`config.mk`:
```
export PLATFORM = sky130hd
export DESIGN_NAME = map_fetch_ctrl
export DESIGN_NICKNAME = d
export VERILOG_FILES = /design/src/rtl/map_pkg.sv /design/src/rtl/map_fetch_ctrl.sv
export SDC_FILE = /design/constraint.sdc
export NUM_CORES = 1
export LEC_CHECK = 0
export CAP_MARGIN = 20
export CORE_ASPECT_RATIO = 1.2
export CORE_MARGIN = 5
export CORE_UTILIZATION = 45
export DETAILED_ROUTE_END_ITERATION = 10
export PLACE_DENSITY = 0.92
export SLEW_MARGIN = 25
export SYNTH_ARGS = -nofsm -noshare
export SYNTH_HDL_FRONTEND = slang
export SYNTH_SLANG_ARGS = --single-unit
```
`constraint.sdc`:
```
create_clock -name clk -period 3.14 [get_ports clk]
set_input_delay 0.785 -clock clk [delete_from_list [all_inputs] [get_ports clk]]
set_output_delay 0.785 -clock clk [all_outputs]
set_load 0.05 [all_outputs]
```
`src/rtl/map_pkg.sv`:
```
// Shared tile-map geometry, sprite codes and fetch-controller types.
package map_pkg;

    localparam int TILE_PX  = 8;
    localparam int MAP_COLS = 32;
    localparam int MAP_ROWS = 32;
    localparam int MAP_AW   = 10;
    localparam int SCR_W    = 10;

    localparam int SUB_W = $clog2(TILE_PX);
    localparam int COL_W = $clog2(MAP_COLS);
    localparam int ROW_W = $clog2(MAP_ROWS);
    localparam int CODE_W = 4;

    // Pixel extent of the map on screen; anything at or beyond is off-map.
    localparam logic [SCR_W-1:0] MAP_W_PX = SCR_W'(MAP_COLS * TILE_PX);
    localparam logic [SCR_W-1:0] MAP_H_PX = SCR_W'(MAP_ROWS * TILE_PX);

    typedef enum logic [CODE_W-1:0] {
        EMPTY     = 4'h0,
        WALL_H    = 4'h1,
        WALL_V    = 4'h2,
        CORNER_TL = 4'h3,
        CORNER_TR = 4'h4,
        CORNER_BL = 4'h5,
        CORNER_BR = 4'h6
    } spr_code_e;

    typedef enum logic {
        ST_RUN  = 1'b0,
        ST_INIT = 1'b1
    } fetch_state_e;

    typedef struct packed {
        logic [SUB_W-1:0] x;
        logic [SUB_W-1:0] y;
        logic             vld;
        logic             rd;
    } pix_t;

    function automatic logic [MAP_AW-1:0] tile_addr(input logic [ROW_W-1:0] row,
                                                    input logic [COL_W-1:0] col);
        return {row, col};
    endfunction

endpackage

```
`src/rtl/map_fetch_ctrl.sv`:
```
// Tile-map fetch controller: arbitrates one tile RAM between display reads, game writes and bulk fill.
// Latency: pixel at cycle t appears on spr_* at t+2; writes are granted combinationally in free slots.
// Backpressure: display reads always win; wr_req waits (no ack) until a free slot, fill pauses likewise.
module map_fetch_ctrl
    import map_pkg::*;
(
    input  logic              clk,
    input  logic              rst,
    input  logic [SCR_W-1:0]  sx,
    input  logic [SCR_W-1:0]  sy,
    input  logic              de,
    output logic [MAP_AW-1:0] ram_addr,
    output logic              ram_we,
    output logic [CODE_W-1:0] ram_wdata,
    input  logic [CODE_W-1:0] ram_rdata,
    input  logic              wr_req,
    input  logic [MAP_AW-1:0] wr_addr,
    input  logic [CODE_W-1:0] wr_data,
    output logic              wr_ack,
    input  logic              init_start,
    input  logic [CODE_W-1:0] init_code,
    output logic              init_done,
    output logic [CODE_W-1:0] spr_code,
    output logic [SUB_W-1:0]  spr_x,
    output logic [SUB_W-1:0]  spr_y,
    output logic              spr_valid
);

    fetch_state_e      state;
    logic [MAP_AW-1:0] fill_cnt;
    logic [CODE_W-1:0] fill_code;
    logic [CODE_W-1:0] code_q;
    pix_t              pix_q;

    logic in_map;
    logic rd_slot;
    logic free_slot;

    assign in_map    = (sx < MAP_W_PX) && (sy < MAP_H_PX);
    assign rd_slot   = de && in_map && (sx[SUB_W-1:0] == '0);
    assign free_slot = !rd_slot;

    // RAM port mux; reset blanks the port so nothing leaks out while rst is held.
    always_comb begin
        ram_addr  = '0;
        ram_we    = 1'b0;
        ram_wdata = '0;
        wr_ack    = 1'b0;
        if (!rst) begin
            if (rd_slot) begin
                ram_addr = tile_addr(sy[SUB_W+ROW_W-1:SUB_W], sx[SUB_W+COL_W-1:SUB_W]);
            end else if (state == ST_INIT) begin
                ram_addr  = fill_cnt;
                ram_we    = 1'b1;
                ram_wdata = fill_code;
            end else if (wr_req) begin
                ram_addr  = wr_addr;
                ram_we    = 1'b1;
                ram_wdata = wr_data;
                wr_ack    = 1'b1;
            end
        end
    end

    always_ff @(posedge clk) begin
        if (rst) begin
            state     <= ST_RUN;
            fill_cnt  <= '0;
            fill_code <= '0;
            init_done <= 1'b0;
        end else begin
            init_done <= 1'b0;
            case (state)
                ST_RUN: begin
                    if (init_start) begin
                        state     <= ST_INIT;
                        fill_cnt  <= '0;
                        fill_code <= init_code;
                    end
                end
                ST_INIT: begin
                    if (free_slot) begin
                        fill_cnt <= fill_cnt + MAP_AW'(1);
                        if (fill_cnt == '1) begin
                            state     <= ST_RUN;
                            init_done <= 1'b1;
                        end
                    end
                end
                default: state <= ST_RUN;
            endcase
        end
    end

    // Stage 1 tracks the pixel while the RAM read is in flight; stage 2 captures the code.
    always_ff @(posedge clk) begin
        if (rst) begin
            pix_q     <= '0;
            code_q    <= EMPTY;
            spr_code  <= EMPTY;
            spr_x     <= '0;
            spr_y     <= '0;
            spr_valid <= 1'b0;
        end else begin
            pix_q <= '{x: sx[SUB_W-1:0], y: sy[SUB_W-1:0], vld: in_map && de, rd: rd_slot};
            if (pix_q.rd) begin
                code_q <= ram_rdata;
            end
            spr_x     <= pix_q.x;
            spr_y     <= pix_q.y;
            spr_valid <= pix_q.vld;
            if (!pix_q.vld) begin
                spr_code <= EMPTY;
            end else if (pix_q.rd) begin
                spr_code <= ram_rdata;
            end else begin
                spr_code <= code_q;
            end
        end
    end

endmodule

```
==> out/qor.csv <==
metric,value,unit
status,"finished, final reports clean",
cp-end-kind,output port,
antenna_left,0,
setup_viol,0,
cts_buffers,5,
finClkSkew,0.00453,ns
tightest_slew,0.556,ns
fmax,0.325,GHz
synth_top_area_share,44.9,%
cts_max_level,2,
p_switching,0.301,mW
final_layout_size_suffix_gt1_share,25.0,%
final_max_slew_viol_count,0,
synth_edf_count,0,
drt-initial-drc-count,98,
core_area,3690,um^2
dp_hpwl,3.94,mm
seq_power_share,44.7,%
pwr-share-clk,36.4,%
cts_sinks,39,
insertion_delay,0.29,ns
track_usage,20.4,%
synth-seq-area-share,44.9,%
drv_cap,0,
crit_fanout,6,
first_global_vias,1809,
hold_class,reg -> reg,
antenna_cells,0,
timing.final.hold_violations,0,
rsz0062_at_grt,false,
cts.clk_slew.worst_paths,0.08,ns
synthArstFlopShare,0,%
vias,1768,
drt_pass1_iterations,4,
cts_max_path_buffers,2,
rows,24,
ys_ff_latch,39,
wl_per_cell,16.3,um
syn_to_final_growth,67.2,%
tns,0,ns
grt_max_degree,32,
power_switching_share,26.1,%
leakage,1.09,nW
globalplace.congestion,0.842,
dieArea,5210,um^2
yosysWarnings,0,
cp.arrival,2.29,ns
synthFlopType,dfxtp_1,
cts_tree,yes,
power_frac_comb,18.9,%
hold_ws,0.442,ns
grt_pass1_wl,8.26,mm
synth_area,1740,um^2
relSlewSlack,62.6,%
criticalPathCategory,in -> out,
cts-root-buf,clkbuf_8,
hold_buffers,0,
fp.dieH,78.1,um
drcViolationCount,0,
portBuffers,74,
yosys-top-cells-area,"dfxtp_1 (45%), nor2b_1 (5.4%), a221oi_1 (5.0%), nor2_1 (4.1%), a21oi_1 (3.2%)",
fillers,246,
die_x,66.7,um
grt_overflow_total,0,
start_util,47.1,%
ioPinCount,75,
required,2.35,ns
peakVddDrop,0.295,mV
synthesis.nets,238,
intPower,0.852,mW
cp-start-kind,input pin,
timing.final.crit_share,98.0,%
power.density,397,nW/um^2
drt-total-wl,5.27,mm
ys_types,37,
synth_cells,190,
via_per_inst,5.46,
antenna_found_initial,0,
placed_area,2730,um^2
finalInstanceArea,2910,um^2
post_synth.cell_area_avg,9.15,um^2
synth_area_leader_cell,dfxtp_1,
nets,319,
period_needed,3.08,ns
[sequential cells by signal (all words and copies together) (netlist names)]
name	count
fill_cnt	10
pix_q	8
code_q	4
fill_code	4
spr_code	4
spr_x	3
spr_y	3
init_done	1
spr_valid	1
state	1
[cell usage after synthesis (all sizes together), types with 2 or more instances]
library cell,n
a21oi,11
nand3,8
nor2,19
or3,5
buf,6
a221oi,10
nand4,3
nand2,13
a22oi,4
nor4b,2
nor3,15
or4,2
nor2b,15
dfxtp,39
o211ai,3
clkbuf,8
a31oi,2
nor3b,2
and2,7
mux2i,4
mux2,2
[final cells by class]
class,instances,area [um^2],share of cell area [%]
timing repair buffer,88,967,33.3
multi-input combinational,137,978,33.7
clock inverter,3,46.3,1.59
tap,52,65.1,2.24
sequential,39,781,26.9
clock buffer,5,68.8,2.37
[cells in the final DEF (no fill, tap or decap), drive strengths merged, types with 3 or more instances in the layout]
cell / n
mux2i: 4
nor2: 19
a22oi: 4
buf: 29
dlymetal6s2s: 3
o211ai: 3
a221oi: 10
clkdlybuf4s50: 50
a21oi: 11
clkbuf: 7
or3: 5
nand2: 13
dfxtp: 39
dlygate4sd2: 4
and2: 7
nand3: 8
nor3: 15
nor2b: 15
nand4: 3
[worst paths after layout]
path                            start             endpoint  slack [ns]  cells past startpoint
hold reg to reg   pix_q[2]$_SDFF_PP0_  spr_y[0]$_SDFF_PP0_        0.44                      1
setup / recovery                sy[8]          ram_addr[4]        0.06                      7
hold / removal    pix_q[2]$_SDFF_PP0_  spr_y[0]$_SDFF_PP0_        0.44                      1
setup reg to reg     state$_SDFF_PP0_     state$_SDFF_PP0_        1.38                      4
[kinds of logic (layout without fill, tap and decap cells)]
family / after synthesis / after routing / share of synthesized area, %
AO/OA/AOI/OAI: 35 / 35 / 14.3
AND/OR/NAND/NOR: 95 / 95 / 33.0
flip-flops: 39 / 39 / 44.9
adder cells (fa/ha/maj): 1 / 1 / 0.720
multiplexers: 6 / 6 / 3.60
buffers and inverters: 14 / 96 / 3.46
[routing by layer]
layer	wire length (um)	GRT usage, %	vias up
met4	143	9.15	0
met5	0	0	-
li1	-	-	848
met2	2830	37.5	88
met3	451	5.57	14
met1	1840	21.0	818
[what timing repair did]
item | CTS | global route
pin swaps | 10 | 3
gates cloned | 0 | 1
setup buffers | 1 | 0
endpoints found under the setup margin | 10 | 8
gates resized for setup | 6 | 10
[power groups by stage]
stage	combinational (mW)	sequential (mW)	clock, mW
2_1_floorplan	0.0937	0.536	0
3_3_place_gp	0.214	0.526	0
3_5_place_dp	0.218	0.527	0
4_1_cts	0.217	0.516	0.427
5_1_grt	0.230	0.517	0.446
6_report	0.218	0.515	0.420
[worst max-delay path, stage by stage]
cell             delay (ns)
clkdlybuf4s50_1        0.52
nor4_4                 0.05
and2_4                 0.19
buf_12                 0.13
a221oi_1               0.31
nor3_2                 0.12
buf_12                 0.18
[stage by stage]
stage                     power (mW)  setup WS, ns  utilization [%]  instances
after global routing            1.19        0.0316             78.7        324
final                           1.15        0.0627             78.7        324
after CTS                       1.16        0.0331             77.1        323
after floorplan                0.629        0.0151                -        190
after global placement         0.740       -0.0347             73.8        314
after detailed placement       0.745       -0.0761             73.8        314
(Power assumes the default switching activity.)
